===== config.mk =====
export PLATFORM = sky130hd
export DESIGN_NAME = wb_arbiter
export DESIGN_NICKNAME = d
export VERILOG_FILES = /design/src/rtl/wb_pkg.sv /design/src/rtl/wb_queue.sv /design/src/rtl/wb_arbiter.sv
export SDC_FILE = /design/constraint.sdc
export NUM_CORES = 1
export LEC_CHECK = 0
export BUFFER_PORTS_ARGS = -buffer_cell sky130_fd_sc_hd__buf_2
export CAP_MARGIN = 20
export CORE_MARGIN = 1.5
export CORE_UTILIZATION = 25
export CTS_BUF_LIST = sky130_fd_sc_hd__clkbuf_4
export DETAILED_ROUTE_END_ITERATION = 10
export GPL_TIMING_DRIVEN = 1
export SETUP_SLACK_MARGIN = 0.15
export SLEW_MARGIN = 40
export SYNTH_ARGS = -nofsm -noshare
export SYNTH_HDL_FRONTEND = slang
export SYNTH_SLANG_ARGS = --single-unit

===== constraint.sdc =====
create_clock -name clk -period 6.61 [get_ports clk]
set_input_delay 0.9915 -clock clk [delete_from_list [all_inputs] [get_ports clk]]
set_output_delay 0.9915 -clock clk [all_outputs]
set_load 0.01 [all_outputs]

===== src/rtl/wb_pkg.sv =====
`default_nettype none
// +-----------------------------------------------------------------------+
// | wb_pkg : shared types for the writeback arbiter         rev 1.0       |
// +-----------------------------------------------------------------------+
package wb_pkg;

  typedef logic [4:0]  regbits_t;
  typedef logic [31:0] word_t;

  typedef struct packed {
    logic     valid;
    regbits_t wsel;
    word_t    wdat;
  } wb_req_t;

  localparam int WB_DEPTH = 2;

  function automatic word_t reg_onehot(input regbits_t r);
    reg_onehot = word_t'(1) << r;
  endfunction

endpackage
`default_nettype wire


===== src/rtl/wb_queue.sv =====
`default_nettype none
// +-----------------------------------------------------------------------+
// | wb_queue : MDU result FIFO with match-invalidate and busy mask rev 1.0|
// +-----------------------------------------------------------------------+
module wb_queue
  import wb_pkg::*;
#(
  parameter int DEPTH = WB_DEPTH
) (
  input  logic     clk,
  input  logic     rst_i,
  input  logic     push_i,
  input  wb_req_t  push_req_i,
  input  logic     pop_i,
  input  logic     kill_en_i,
  input  regbits_t kill_sel_i,
  output wb_req_t  head_o,
  output logic     full_o,
  output logic     empty_o,
  output word_t    busy_o
);

  localparam int PTR_W = $clog2(DEPTH);
  localparam int CNT_W = PTR_W + 1;

  wb_req_t          ent_q [DEPTH];
  wb_req_t          ent_d [DEPTH];
  logic [PTR_W-1:0] head_q, head_d, tail_q, tail_d;
  logic [CNT_W-1:0] cnt_q, cnt_d;
  logic             w_push;

  assign full_o  = (cnt_q == CNT_W'(DEPTH));
  assign empty_o = (cnt_q == '0);
  assign head_o  = ent_q[head_q];

  // Zero selects are dropped; a push already shadowed by the same-cycle kill is dropped too.
  assign w_push = push_i && !full_o && (push_req_i.wsel != '0) &&
                  !(kill_en_i && (push_req_i.wsel == kill_sel_i));

  always_comb begin
    logic [PTR_W-1:0] last;
    ent_d  = ent_q;
    head_d = head_q;
    tail_d = tail_q;
    cnt_d  = cnt_q;
    last   = '0;
    for (int i = 0; i < DEPTH; i++) begin
      if (kill_en_i && ent_d[i].valid && (ent_d[i].wsel == kill_sel_i)) begin
        ent_d[i].valid = 1'b0;
      end
    end
    if (pop_i && !empty_o) begin
      ent_d[head_q].valid = 1'b0;
    end
    if (w_push) begin
      ent_d[tail_q] = '{valid: 1'b1, wsel: push_req_i.wsel, wdat: push_req_i.wdat};
      tail_d        = tail_q + 1'b1;
      cnt_d         = cnt_q + 1'b1;
    end
    // Trim dead slots from both ends so the head is always a live entry.
    for (int i = 0; i < DEPTH; i++) begin
      if ((cnt_d != '0) && !ent_d[head_d].valid) begin
        head_d = head_d + 1'b1;
        cnt_d  = cnt_d - 1'b1;
      end
    end
    for (int i = 0; i < DEPTH; i++) begin
      last = tail_d - 1'b1;
      if ((cnt_d != '0) && !ent_d[last].valid) begin
        tail_d = last;
        cnt_d  = cnt_d - 1'b1;
      end
    end
  end

  always_ff @(posedge clk) begin
    if (rst_i) begin
      head_q <= '0;
      tail_q <= '0;
      cnt_q  <= '0;
      for (int i = 0; i < DEPTH; i++) begin
        ent_q[i] <= '0;
      end
    end else begin
      head_q <= head_d;
      tail_q <= tail_d;
      cnt_q  <= cnt_d;
      for (int i = 0; i < DEPTH; i++) begin
        ent_q[i] <= ent_d[i];
      end
    end
  end

  always_comb begin
    busy_o = '0;
    for (int i = 0; i < DEPTH; i++) begin
      if (ent_q[i].valid) begin
        busy_o = busy_o | reg_onehot(ent_q[i].wsel);
      end
    end
    busy_o[0] = 1'b0;
  end

endmodule
`default_nettype wire


===== src/rtl/wb_arbiter.sv =====
`default_nettype none
// +-----------------------------------------------------------------------+
// | wb_arbiter : pipeline/MDU writeback merge into one RF port  rev 1.0   |
// +-----------------------------------------------------------------------+
module wb_arbiter
  import wb_pkg::*;
#(
  parameter int DEPTH = WB_DEPTH
) (
  input  logic        clk,
  input  logic        n_rst,
  input  logic        pipe_valid,
  input  logic [4:0]  pipe_wsel,
  input  logic [31:0] pipe_wdat,
  input  logic        mdu_valid,
  output logic        mdu_ready,
  input  logic [4:0]  mdu_wsel,
  input  logic [31:0] mdu_wdat,
  output logic        rf_WEN,
  output logic [4:0]  rf_wsel,
  output logic [31:0] rf_wdat,
  output logic [31:0] pend_busy
);

  logic     w_pipe_win;
  logic     w_pop;
  logic     w_full;
  logic     w_empty;
  wb_req_t  w_head;
  wb_req_t  w_mdu_req;
  logic     rf_wen_q, rf_wen_d;
  regbits_t rf_wsel_q, rf_wsel_d;
  word_t    rf_wdat_q, rf_wdat_d;

  // A write to r0 is a no-op, so it neither wins the port nor kills queued entries.
  assign w_pipe_win = pipe_valid && (pipe_wsel != '0);
  assign mdu_ready  = !w_full && !n_rst;
  assign w_mdu_req  = '{valid: 1'b1, wsel: mdu_wsel, wdat: mdu_wdat};

  wb_queue #(
    .DEPTH (DEPTH)
  ) u_queue (
    .clk        (clk),
    .rst_i      (n_rst),
    .push_i     (mdu_valid && mdu_ready),
    .push_req_i (w_mdu_req),
    .pop_i      (w_pop),
    .kill_en_i  (w_pipe_win),
    .kill_sel_i (pipe_wsel),
    .head_o     (w_head),
    .full_o     (w_full),
    .empty_o    (w_empty),
    .busy_o     (pend_busy)
  );

  always_comb begin
    rf_wen_d  = 1'b0;
    rf_wsel_d = rf_wsel_q;
    rf_wdat_d = rf_wdat_q;
    w_pop     = 1'b0;
    if (w_pipe_win) begin
      rf_wen_d  = 1'b1;
      rf_wsel_d = pipe_wsel;
      rf_wdat_d = pipe_wdat;
    end else if (!w_empty && w_head.valid) begin
      rf_wen_d  = 1'b1;
      rf_wsel_d = w_head.wsel;
      rf_wdat_d = w_head.wdat;
      w_pop     = 1'b1;
    end
  end

  always_ff @(posedge clk) begin
    if (n_rst) begin
      rf_wen_q  <= 1'b0;
      rf_wsel_q <= '0;
      rf_wdat_q <= '0;
    end else begin
      rf_wen_q  <= rf_wen_d;
      rf_wsel_q <= rf_wsel_d;
      rf_wdat_q <= rf_wdat_d;
    end
  end

  assign rf_WEN  = rf_wen_q;
  assign rf_wsel = rf_wsel_q;
  assign rf_wdat = rf_wdat_q;

endmodule
`default_nettype wire

# Word-level counts from Yosys, hierarchy flattened
# Index checks and enable logic that the tools add are counted.
dict set report classes {
  mux 44
  n_mul 0
  n_eq_ne 4
  div_mod_pow 0
  reduce_logical 35
  shift 2
  bitwise 6
  magnitude_cmp 7
  n_addsub 10
}
# operator count
set op_table {}
lappend op_table {{$mux 38} 17}
lappend op_table {{$bwmux 76} 2}
lappend op_table {{$mux 76} 2}
lappend op_table {{$mux 32} 4}
lappend op_table {{$demux 38 s1} 2}
lappend op_table {{$shl 1x5->32 const A} 2}
lappend op_table {{$or 32x32->32} 1}
lappend op_table {{$logic_and 1x1->1} 19}
lappend op_table {{$eq 5x5->1} 3}
lappend op_table {{$ge 2x2->1 const B} 5}
lappend op_table {{$mux 1} 10}
lappend op_table {{$mux 2} 5}
lappend op_table {{$mux 5} 2}
lappend op_table {{$not 1->2} 5}
lappend op_table {{$reduce_bool 2->1} 5}
lappend op_table {{$reduce_bool 5->1} 2}
lappend op_table {{$logic_not 1->1} 8}
lappend op_table {{$sub 2x1->2 const B} 4}
lappend op_table {{$lt 2x1->1 const B} 2}
lappend op_table {{$add 1x1->1 const B} 3}
lappend op_table {{$add 2x1->2 const B} 1}
lappend op_table {{$eq 2x2->1 const B} 1}
lappend op_table {{$logic_not 2->1} 1}
lappend op_table {{$sub 1x1->1 const B} 2}
dict set report totals {
  word_cells 120
  mem_bits_rw 0
  ff_bits 118
  romBits 0
  output_inout_bits 71
  input_bits 78
  latch_bits 0
  n_memories 0
}

# Longest topological paths before layout
# Gate-level depths: netlist of the first run.
dict set report logic_depth {
  ltp_word 35
  mapped_depth 26
  depth_no_buf 24
}

# Modules after synthesis
# From an unflattened synthesis of the first run, not the netlist that was laid out.
dict set report unflattened {
  hier_cells 685
  area_unflattened_um2 6472.5
}
# module cells_per_inst seq_area_each_um2 area_each_um2 n_inst
set modules_own_cells {}
lappend modules_own_cells {wb_queue 502 1601.5 4606.9 1}
lappend modules_own_cells {wb_arbiter 183 760.7 1865.5 1}

# Worst setup path after synthesis of the first run
# OpenSTA, ideal clock, no wires.
dict set report synth_timing {
  path_kind {input to register}
  from {input port pipe_wsel[4]}
  to {register u_queue.tail_q}
  setup_ps 70
  setup_slack_ps 775
  path_buffers 3
  t_arrival_ps 5765
  required_ps 6540
  path_stages 24
  cell_sequence {clkbuf_2 -> or2_4 -> o21ai_4 -> nor4_4 -> nor2_2 -> xnor2_2 -> ha_1 -> clkbuf_2 -> or2_2 -> o22ai_1 -> mux2i_1 -> inv_1 -> ha_1 -> buf_2 -> nor4_1 -> a211oi_4 -> xor2_1 -> ha_1 -> a21oi_2 -> xor3_2 -> ha_1 -> nor4_1 -> a21oi_1 -> a21oi_1}
}
dict set report synth_via {
  elab_chain_len 33
  word_cells_on_any_way 60
  classes_between {add/sub: 5; eq/ne: 3; mux: 27; bitwise: 3; reduce/logical: 22}
}
# item line_no
set synth_lines {}
lappend synth_lines {{start: declaration} wb_arbiter.sv:13} ;# input logic [4:0] pipe_wsel,
lappend synth_lines {{$reduce_bool 5->1} wb_arbiter.sv:36} ;# assign w_pipe_win = pipe_valid && (pipe_wsel != '0);
lappend synth_lines {{$logic_and 1x1->1} wb_arbiter.sv:36}
lappend synth_lines {{$logic_and 1x1->1 (2 in a row)} wb_queue.sv:48} ;# if (kill_en_i && ent_d[i].valid && (ent_d[i].wsel == kill_sel_i)) begin
lappend synth_lines {{$mux 1} wb_queue.sv:48}
lappend synth_lines {{$bwmux 76} wb_queue.sv:53} ;# ent_d[head_q].valid = 1'b0;
lappend synth_lines {{$mux 76} wb_queue.sv:52} ;# if (pop_i && !empty_o) begin
lappend synth_lines {{$bwmux 76} wb_queue.sv:56} ;# ent_d[tail_q] = '{valid: 1'b1, wsel: push_req_i.wsel, wdat: push_req_i.wdat};
lappend synth_lines {{$mux 76} wb_queue.sv:55} ;# if (w_push) begin
lappend synth_lines {{[14 not listed]} -}
lappend synth_lines {{$logic_and 1x1->1} wb_queue.sv:69} ;# if ((cnt_d != '0) && !ent_d[last].valid) begin
lappend synth_lines {{$mux 1} wb_queue.sv:69}
lappend synth_lines {{$sub 1x1->1} wb_queue.sv:68} ;# last = tail_d - 1'b1;
lappend synth_lines {{$not 1->2 (not written as such)} wb_queue.sv:69}
lappend synth_lines {{$mux 38 (not written as such) (3 in a row)} wb_queue.sv:69}
lappend synth_lines {{$logic_not 1->1} wb_queue.sv:69}
lappend synth_lines {{$logic_and 1x1->1} wb_queue.sv:69}
lappend synth_lines {{$mux 1 (*)} wb_queue.sv:69}
lappend synth_lines {{end signal: assignment} wb_queue.sv:86} ;# tail_q <= tail_d;
lappend synth_lines {{end: declaration} wb_queue.sv:28} ;# logic [PTR_W-1:0] head_q, head_d, tail_q, tail_d;
# Every way passes the cells marked *; elsewhere a longest branch is shown, timed or not. The select of a mux whose other input is x is not followed.
# A chain may end at the register's enable or synchronous reset.

# Final worst setup path of the first run
dict set report layout_timing {
  from {input port pipe_wsel[0]}
  to {register u_queue.tail_q}
}
# Same word-level chain as after synthesis.

==> flow_metrics.tcl, run 1 <==
set metrics [dict create \
    status "finished, final reports clean" \
    fin_ws_ns 0.8092 \
    cp.arrival_ns 6.25 \
    synthArstFlopShare 0 \
    critPathSlowestCell "nor4_1" \
    seq_area_frac_synth 0.3988 \
    setup-violations-final 0 \
    areaGrowthSynthToFinish_pct 20.41 \
    antenna_found_initial 0 \
    synthCells 686 \
    wire_per_inst_um 16.21 \
    post_drt_via_cell_ratio 4.793 \
    cts_max_path_buffers 2 \
    slew_violations 0 \
    grt_pass1_vias 5137 \
    path_buf_inv 2 \
    dieArea_um2 24630 \
    grt_max_degree 72 \
    min_path_type "flop to flop" \
    routed_wl_mm 18.35 \
    whs_path_depth 2 \
    postLayoutCoreUtil 0.3057 \
    cts-root-buf "clkbuf_4" \
    max_slew.worst_pin.slew_ns 0.7633 \
    slew-limit-headroom 0.4911 \
    fin_worst_skew_ns 0.03998 \
    drtPass1Iterations 5 \
    ff2ff_setup_slack_ns 1.17 \
    r2r_cells 22 \
    cp_cell_sequence "buf_2 -> or3_4 -> o21ai_4 -> nor4_4 -> nor2_2 -> xnor2_2 -> ha_1 -> or2_2 -> o22ai_1 -> mux2i_1 -> inv_1 -> ha_1 -> nor4_1 -> a211oi_4 -> xor2_1 -> ha_1 -> a21oi_2 -> xor3_2 -> ha_1 -> nor4_1 -> a21oi_1 -> a21oi_1" \
    final_cell_mix "buf_2 (146), nor2_1 (124), dfxtp_1 (117)" \
    dpl.hpwl_mm 12.23 \
    synth-seq-cells 118 \
    fin_crit_sh 0.8776 \
    holdBufCountCts 0 \
    antenna_cells 0 \
    postCtsResizedCells 0 \
    reg2reg_to "u_queue.tail_q$_SDFF_PP0_" \
    peakVddDrop_uv 300.9 \
    core_um2 23330 \
    clock_sinks 118 \
    ys_types 54 \
    cts_tree "built" \
    grt_pass1_wl_mm 28.30 \
    p_per_area_nw_per_um2 333.3 \
    cpLargestDelayFamily "simple AND/OR/NAND/NOR gates" \
    max_freq_mhz 172.4 \
    clk_pin_slew_ns 0.11 \
    gp_congestion 0.8365 \
    fin_hold_ws_ns 0.5048 \
    overflow 0 \
    cts_inserted_buffers 17 \
    cp_max_fo 9 \
    io_pins 149 \
    finalHoldViolations 0 \
    antenna_left 0 \
    cp-start-kind "primary input" \
    crit_type "primary input to flop" \
    crit_path_max_incr_delay_ns 0.48 \
    remaining_drc_errors 0 \
    drv_cap 0 \
    synth_nets 772 \
    drt-initial-drc-count 405 \
    layout_commonest_cell "buf_2" \
    postLayoutCellArea_um2 7132 \
    synth-edff-count 0 \
    synth.avg_cell_area_um2 8.634 \
    post-cts-setup-buffers 0 \
    htree_levels 4 \
    place_area_um2 6900 \
    insertion_delay_ns 0.54 \
    leakagePower_nw 2.726 \
    regToRegStartpoint "u_queue.cnt_q[0]$_SDFF_PP0_" \
    layout-drive-gt1-share 0.2669 \
    post-place-ws_ns 0.3015 \
    rsz0062_at_grt "no" \
    tns_ns 0 \
    min_period_ns 5.801 \
    grt_util_all_layers 0.1504 \
    rows 56 \
    required_ns 7.06 \
    die_w_um 156.9 \
    synth_area_um2 5923 \
    routed-via-count 5426 \
    yosysWarnings 0 \
    port_buffers 147 \
    initial_utilization 0.2539 \
    die_y_um 156.9 \
    synth_top_flop_cell "dfxtp_1" \
    cp-end-kind "flop" \
    path_common_cell "ha_1" \
    nNetsFinal 886 \
]
[metal layers]
metal  vias to the layer above  GRT usage  part of all wire
li1                       2673          -                 -
met1                      2543     0.1902              0.45
met2                       191     0.2482              0.46
met3                        19    0.03524             0.066
met4                         0    0.05533             0.019
met5                         -          0                 0
[worst max path at each step]
stage                     slack (ns)                     endpoint  cells after the start         start
after floorplan                 0.77    u_queue.tail_q$_SDFF_PP0_                     24  pipe_wsel[4]
after global placement          0.43    u_queue.tail_q$_SDFF_PP0_                     22  pipe_wsel[0]
after detailed placement        0.30    u_queue.tail_q$_SDFF_PP0_                     22  pipe_wsel[0]
after CTS                       0.88    u_queue.tail_q$_SDFF_PP0_                     22  pipe_wsel[0]
after global routing            0.34  u_queue.cnt_q[1]$_SDFF_PP0_                     23  pipe_wsel[0]
final                           0.81    u_queue.tail_q$_SDFF_PP0_                     22  pipe_wsel[0]
[final cells by class]
cell class / count / area, um2
inverter: 5 / 18.77
multi-input combinational: 503 / 3313
clock buffer: 20 / 150.1
fill: 2500 / 16200
timing repair buffer: 155 / 805.8
tap: 319 / 399.1
clock inverter: 12 / 81.33
sequential: 118 / 2364
[where the power goes]
group,internal (mW),switching [mW],leakage (nW)
Clock,0.159,0.311,0.117
Sequential,0.781,0.0505,0.964
Combinational,0.490,0.585,1.65
[Yosys cell counts (4+ instances only)]
master	instances	share of area
a21oi_1	44	0.037
a221oi_1	35	0.052
and2_1	4	0.0042
buf_1	6	0.0038
clkbuf_1	48	0.030
dfxtp_1	118	0.40
ha_1	8	0.017
inv_1	5	0.0032
mux2i_1	78	0.13
nand2_1	42	0.027
nand2b_1	4	0.0042
nand3_1	21	0.018
nand3b_1	30	0.038
nor2_1	125	0.079
nor3_1	5	0.0042
o22ai_1	37	0.039
or2_2	8	0.0084
xnor2_1	9	0.013
xor2_1	8	0.012
[cells by family after synthesis]
group | after synthesis | synth area share
and+or+nand+nor | 261 | 0.2117
AOI/OAI and AO/OA | 135 | 0.1601
xor gates and xnor gates | 19 | 0.03211
buffers and inverters | 65 | 0.04542
muxes | 79 | 0.1343
other | 1 | 0.0006331
adders and majority gates | 8 | 0.01690
DFF | 118 | 0.3988
[worst reg2reg max path, delay by kind of cell (launching register included)]
kind	cells	cell delay, ns
compound gates	5	0.73
xor+xnor	3	0.68
fa+ha+maj	5	1.36
buf+inv	2	0.15
flops	1	0.40
mux	1	0.32
simple gates	6	1.71
[metrics by stage]
step / std cells / power, mW
floorplan: 686 / 1.682
global placement: 1099 / 1.890
detailed placement: 1100 / 1.928
CTS: 1132 / 2.414
global route: 1132 / 2.596
finish: 1132 / 2.377
Note: power is estimated with default switching activity, not from simulation.
==> run 2, diff against run 1 <==
- clock period: 6.61 -> 6.9 ns (I/O delays scaled with it)
==> run 2 against run 1 <==
Compared with the run above:
- worst setup slack improved by 0.13 ns
- sequential power shrank 4.1%
- utilization grew 0.11 points
- clock skew is 0.017 ns lower
- count of clock-buffer cells in the layout is the same
- register-to-register slack improved by 0.12 ns
- power shrank 3.0%
==> flow_metrics.tcl, run 2 (synthesized netlist as in run 1, its figures left out) <==
set metrics [dict create \
    cts_inserted_buffers 17 \
    final_cell_mix "buf_2 (146), nor2_1 (124), dfxtp_1 (117)" \
    rows 56 \
    routed_wl_mm 18.55 \
    rsz0062_at_grt "no" \
    required_ns 7.33 \
    postCtsResizedCells 0 \
    grt_max_degree 72 \
    crit_type "primary input to flop" \
    post_drt_via_cell_ratio 4.814 \
    finalHoldViolations 0 \
    wl_met1_mm 8.201 \
    fin_crit_sh 0.8633 \
    cp.arrival_ns 6.39 \
    dr_wl_met2_mm 8.827 \
    cts-root-buf "clkbuf_4" \
    cts_tree "built" \
    drv_cap 0 \
    min_period_ns 5.957 \
    grt_util_all_layers 0.1520 \
    grt_pass1_vias 5203 \
    antenna_found_initial 0 \
    p_per_area_nw_per_um2 322.1 \
    whs_path_depth 2 \
    peakVddDrop_uv 253.0 \
    dpl.hpwl_mm 12.13 \
    clk_pin_slew_ns 0.12 \
    route.met3.wl_mm 1.375 \
    status "finished, final reports clean" \
    ff2ff_setup_slack_ns 1.29 \
    insertion_delay_ns 0.53 \
    cp-end-kind "flop" \
    postLayoutCellArea_um2 7158 \
    port_buffers 147 \
    cts_max_path_buffers 2 \
    cp-start-kind "primary input" \
    antenna_cells 0 \
    gp_congestion 0.8340 \
    die_w_um 156.9 \
    layout_commonest_cell "buf_2" \
    remaining_drc_errors 0 \
    cp_max_fo 9 \
    r2r_cells 23 \
    max_slew.worst_pin.slew_ns 0.7818 \
    drtPass1Iterations 5 \
    dieArea_um2 24630 \
    post-cts-setup-buffers 0 \
    top_layer "met4" \
    antenna_left 0 \
    min_path_type "flop to flop" \
    slew_violations 0 \
    areaGrowthSynthToFinish_pct 20.85 \
    drt-initial-drc-count 374 \
    fin_worst_skew_ns 0.02286 \
    postLayoutCoreUtil 0.3068 \
    holdPathEnd "rf_wdat[13]$_SDFFE_PP0P_" \
    layout-drive-gt1-share 0.2681 \
    die_y_um 156.9 \
    leakagePower_nw 2.737 \
    tns_ns 0 \
    wire_per_inst_um 16.39 \
    nNetsFinal 886 \
    grt_pass1_wl_mm 28.55 \
    place_area_um2 6900 \
    reg2reg_to "u_queue.cnt_q[1]$_SDFF_PP0_" \
    slew-limit-headroom 0.4788 \
    clock_sinks 118 \
    setup-violations-final 0 \
    holdBufCountCts 0 \
    overflow 0 \
    routed-via-count 5449 \
    core_um2 23330 \
    regToRegStartpoint "u_queue.cnt_q[0]$_SDFF_PP0_" \
    io_pins 149 \
    htree_levels 4 \
    initial_utilization 0.2539 \
    max_freq_mhz 167.9 \
]
-- run 2: cell types whose count changed in the layout (fill, tap and decap cells not counted) --
cell / delta
clkinv_1: -1
clkinv_4: +2
bufinv_16: +1
inv_6: -2
-- run 2: metrics by stage --
stage	hold WS (ns)	power, mW	instances	worst slack [ns]
global placement	0.4727	1.807	1099	0.6816
global route	0.5252	2.508	1132	0.5652
floorplan	0.4600	1.612	686	1.021
detailed placement	0.4816	1.842	1100	0.4300
CTS	0.5085	2.334	1132	1.017
finish	0.4956	2.306	1132	0.9432
-- run 2: worst max-delay path by stage --
| stage | endpoint | slack [ns] | start | depth (start not counted) |
|---|---|---|---|---|
| floorplan | u_queue.tail_q$_SDFF_PP0_ | 1.02 | pipe_wsel[4] | 24 |
| global placement | u_queue.tail_q$_SDFF_PP0_ | 0.68 | pipe_wsel[0] | 22 |
| detailed placement | u_queue.cnt_q[1]$_SDFF_PP0_ | 0.43 | pipe_wsel[0] | 23 |
| CTS | u_queue.cnt_q[1]$_SDFF_PP0_ | 1.02 | pipe_wsel[0] | 23 |
| global route | u_queue.cnt_q[1]$_SDFF_PP0_ | 0.57 | pipe_wsel[0] | 23 |
| finish | u_queue.cnt_q[1]$_SDFF_PP0_ | 0.94 | pipe_wsel[0] | 23 |
-- run 2: area by class of cell --
| cell class | count | area (um2) |
|---|---|---|
| clock buffer | 20 | 150.1 |
| clock inverter | 12 | 107.6 |
| fill | 2512 | 16170 |
| inverter | 5 | 18.77 |
| multi-input combinational | 503 | 3313 |
| sequential | 118 | 2364 |
| tap | 319 | 399.1 |
| timing repair buffer | 155 | 805.8 |
-- run 2: report_power, final --
part	total [mW]	internal [mW]	switching [mW]
logic	1.03	0.466	0.565
clock network	0.478	0.189	0.289
registers	0.797	0.748	0.0488
total	2.31	1.40	0.902
-- run 2: per-layer routing --
layer / track usage / vias to the layer above
li1: - / 2674
met1: 0.1865 / 2545
met2: 0.2634 / 213
met3: 0.03772 / 17
met4: 0.04127 / 0
met5: 0 / -
-- run 2: critical path: stages --
cell	delay (ns)
buf_2	0.14
or3_4	0.43
o21ai_4	0.21
nor4_4	0.11
nor2_2	0.28
xnor2_2	0.15
ha_1	0.34
or2_2	0.33
o22ai_1	0.26
mux2i_1	0.32
inv_1	0.07
ha_1	0.31
nor4_1	0.55
a211oi_4	0.08
xor2_1	0.17
ha_1	0.27
a21oi_2	0.07
a211oi_1	0.30
or2_1	0.15
ha_1	0.20
a21oi_1	0.09
or2_2	0.30
o31ai_1	0.20
==> run 3, diff against run 2 <==
- CTS_BUF_LIST: sky130_fd_sc_hd__clkbuf_4 -> not set
==> run 3 against run 2 <==
Compared with the run above:
- non-clock buffer count unchanged
- critical path depth did not move
- sequential power barely moved
- via count is 0.57% higher
- worst setup slack lost 0.12 ns
- global-route usage grew 0.14 points
- combinational power hardly changed
- utilization up 1.3 points
- count of clock-buffer cells in the layout increased by 1
==> flow_metrics.tcl, run 3 (synthesized netlist as in run 1, its figures left out) <==
set metrics [dict create \
    ff2ff_setup_slack_ns 1.30 \
    htree_levels 4 \
    remaining_drc_errors 0 \
    dpl.hpwl_mm 12.13 \
    p_per_area_nw_per_um2 358.7 \
    max_freq_mhz 164.7 \
    rows 56 \
    grt_max_degree 72 \
    fin_worst_skew_ns 0.01788 \
    min_path_type "flop to flop" \
    status "finished, final reports clean" \
    core_um2 23330 \
    antenna_left 0 \
    path_common_cell "ha_1" \
    finalHoldViolations 0 \
    layout_commonest_cell "buf_2" \
    leakagePower_nw 2.864 \
    grt_pass1_wl_mm 28.85 \
    cts_tree "built" \
    cp-start-kind "primary input" \
    post-cts-setup-buffers 0 \
    antenna_found_initial 0 \
    overflow 0 \
    clk_pin_slew_ns 0.06 \
    tns_ns 0 \
    critPathSlowestCell "nor4_1" \
    required_ns 7.22 \
    min_period_ns 6.072 \
    antenna_cells 0 \
    clock_sinks 118 \
    nNetsFinal 886 \
    cp_max_fo 9 \
    io_pins 149 \
    drtPass1Iterations 5 \
    rsz0062_at_grt "no" \
    slew-limit-headroom 0.4842 \
    drv_cap 0 \
    routed-via-count 5480 \
    initial_utilization 0.2539 \
    die_w_um 156.9 \
    layout-drive-gt1-share 0.2657 \
    postCtsResizedCells 0 \
    cp.arrival_ns 6.39 \
    drt-initial-drc-count 450 \
    port_buffers 147 \
    wire_per_inst_um 16.50 \
    fin_crit_sh 0.8801 \
    gp_congestion 0.8340 \
    cp-end-kind "flop" \
    routed_wl_mm 18.68 \
    grt_util_all_layers 0.1534 \
    slew_violations 0 \
    crit_path_max_incr_delay_ns 0.55 \
    fin_hold_ws_ns 0.4892 \
    dieArea_um2 24630 \
    setup-violations-final 0 \
    peakVddDrop_uv 270.7 \
    holdBufCountCts 0 \
    grt_pass1_vias 5253 \
    crit_type "primary input to flop" \
    die_y_um 156.9 \
    post_drt_via_cell_ratio 4.841 \
    cts_max_path_buffers 2 \
    areaGrowthSynthToFinish_pct 25.86 \
    cts_inserted_buffers 17 \
    insertion_delay_ns 0.42 \
    cp_cell_sequence "buf_2 -> or3_4 -> o21ai_4 -> nor4_4 -> nor2_2 -> xnor2_2 -> ha_1 -> or2_2 -> o22ai_1 -> mux2i_1 -> inv_1 -> ha_1 -> nor4_1 -> a211oi_4 -> xor2_1 -> ha_1 -> a21oi_2 -> a211oi_1 -> or2_1 -> ha_1 -> a21oi_1 -> or2_2 -> o31ai_1" \
    final_cell_mix "buf_2 (146), nor2_1 (124), dfxtp_1 (117)" \
    max_slew.worst_pin.slew_ns 0.7737 \
    cts-root-buf "clkbuf_16" \
]
run 3: changes by cell type in the layout (fill, tap and decap cells not counted), sizes merged:
cell and change:
clkbuf +1, clkinv -1
run 3: worst max-delay path, delay by kind of cell:
family / cells / cell delay [ns]
compound gates: 7 / 1.21
xor+xnor: 2 / 0.33
fa+ha+maj: 4 / 1.12
buf+inv: 2 / 0.21
mux: 1 / 0.32
simple gates: 7 / 2.16
run 3: cell type report:
class	count	area, um2
flip-flops and latches	118	2364
repair buffers	155	805.8
fillers	2493	15880
clock inverters	11	103.9
inverters	5	18.77
clock buffers	21	450.4
multi-input cells	503	3313
well taps	319	399.1
run 3: power by group:
group          internal [mW]  total, mW  switching [mW]
combinational          0.466       1.03           0.564
sequential             0.749      0.798          0.0489
clock                  0.505      0.846           0.341
total                   1.72       2.67           0.954
run 3: per-stage QoR:
step	total power [mW]	utilization	instance area (um2)	worst slack, ns	cells
finish	2.674	0.3195	7455	0.8276	1132
global route	2.877	0.3195	7455	0.4133	1132
CTS	2.704	0.3195	7455	0.8662	1132
detailed placement	1.842	0.2957	6900	0.4300	1100
global placement	1.807	0.2950	6883	0.6816	1099
floorplan	1.612	-	5923	1.021	686
run 3: routing by layer:
metal / track usage / vias up / part of all wire
li1: - / 2684 / -
met3: 0.03744 / 17 / 0.070
met2: 0.2625 / 218 / 0.47
met1: 0.1911 / 2561 / 0.45
met4: 0.04218 / 0 / 0.0079
met5: 0 / - / 0
run 3: worst paths after layout:
check	depth (start not counted)	end	start
worst max-delay path	23	u_queue.cnt_q[1]$_SDFF_PP0_	pipe_wsel[0]
worst min-delay path	2	flop	flop
worst max register to register	23	u_queue.cnt_q[1]$_SDFF_PP0_	u_queue.cnt_q[0]$_SDFF_PP0_
worst min register to register	2	flop	flop
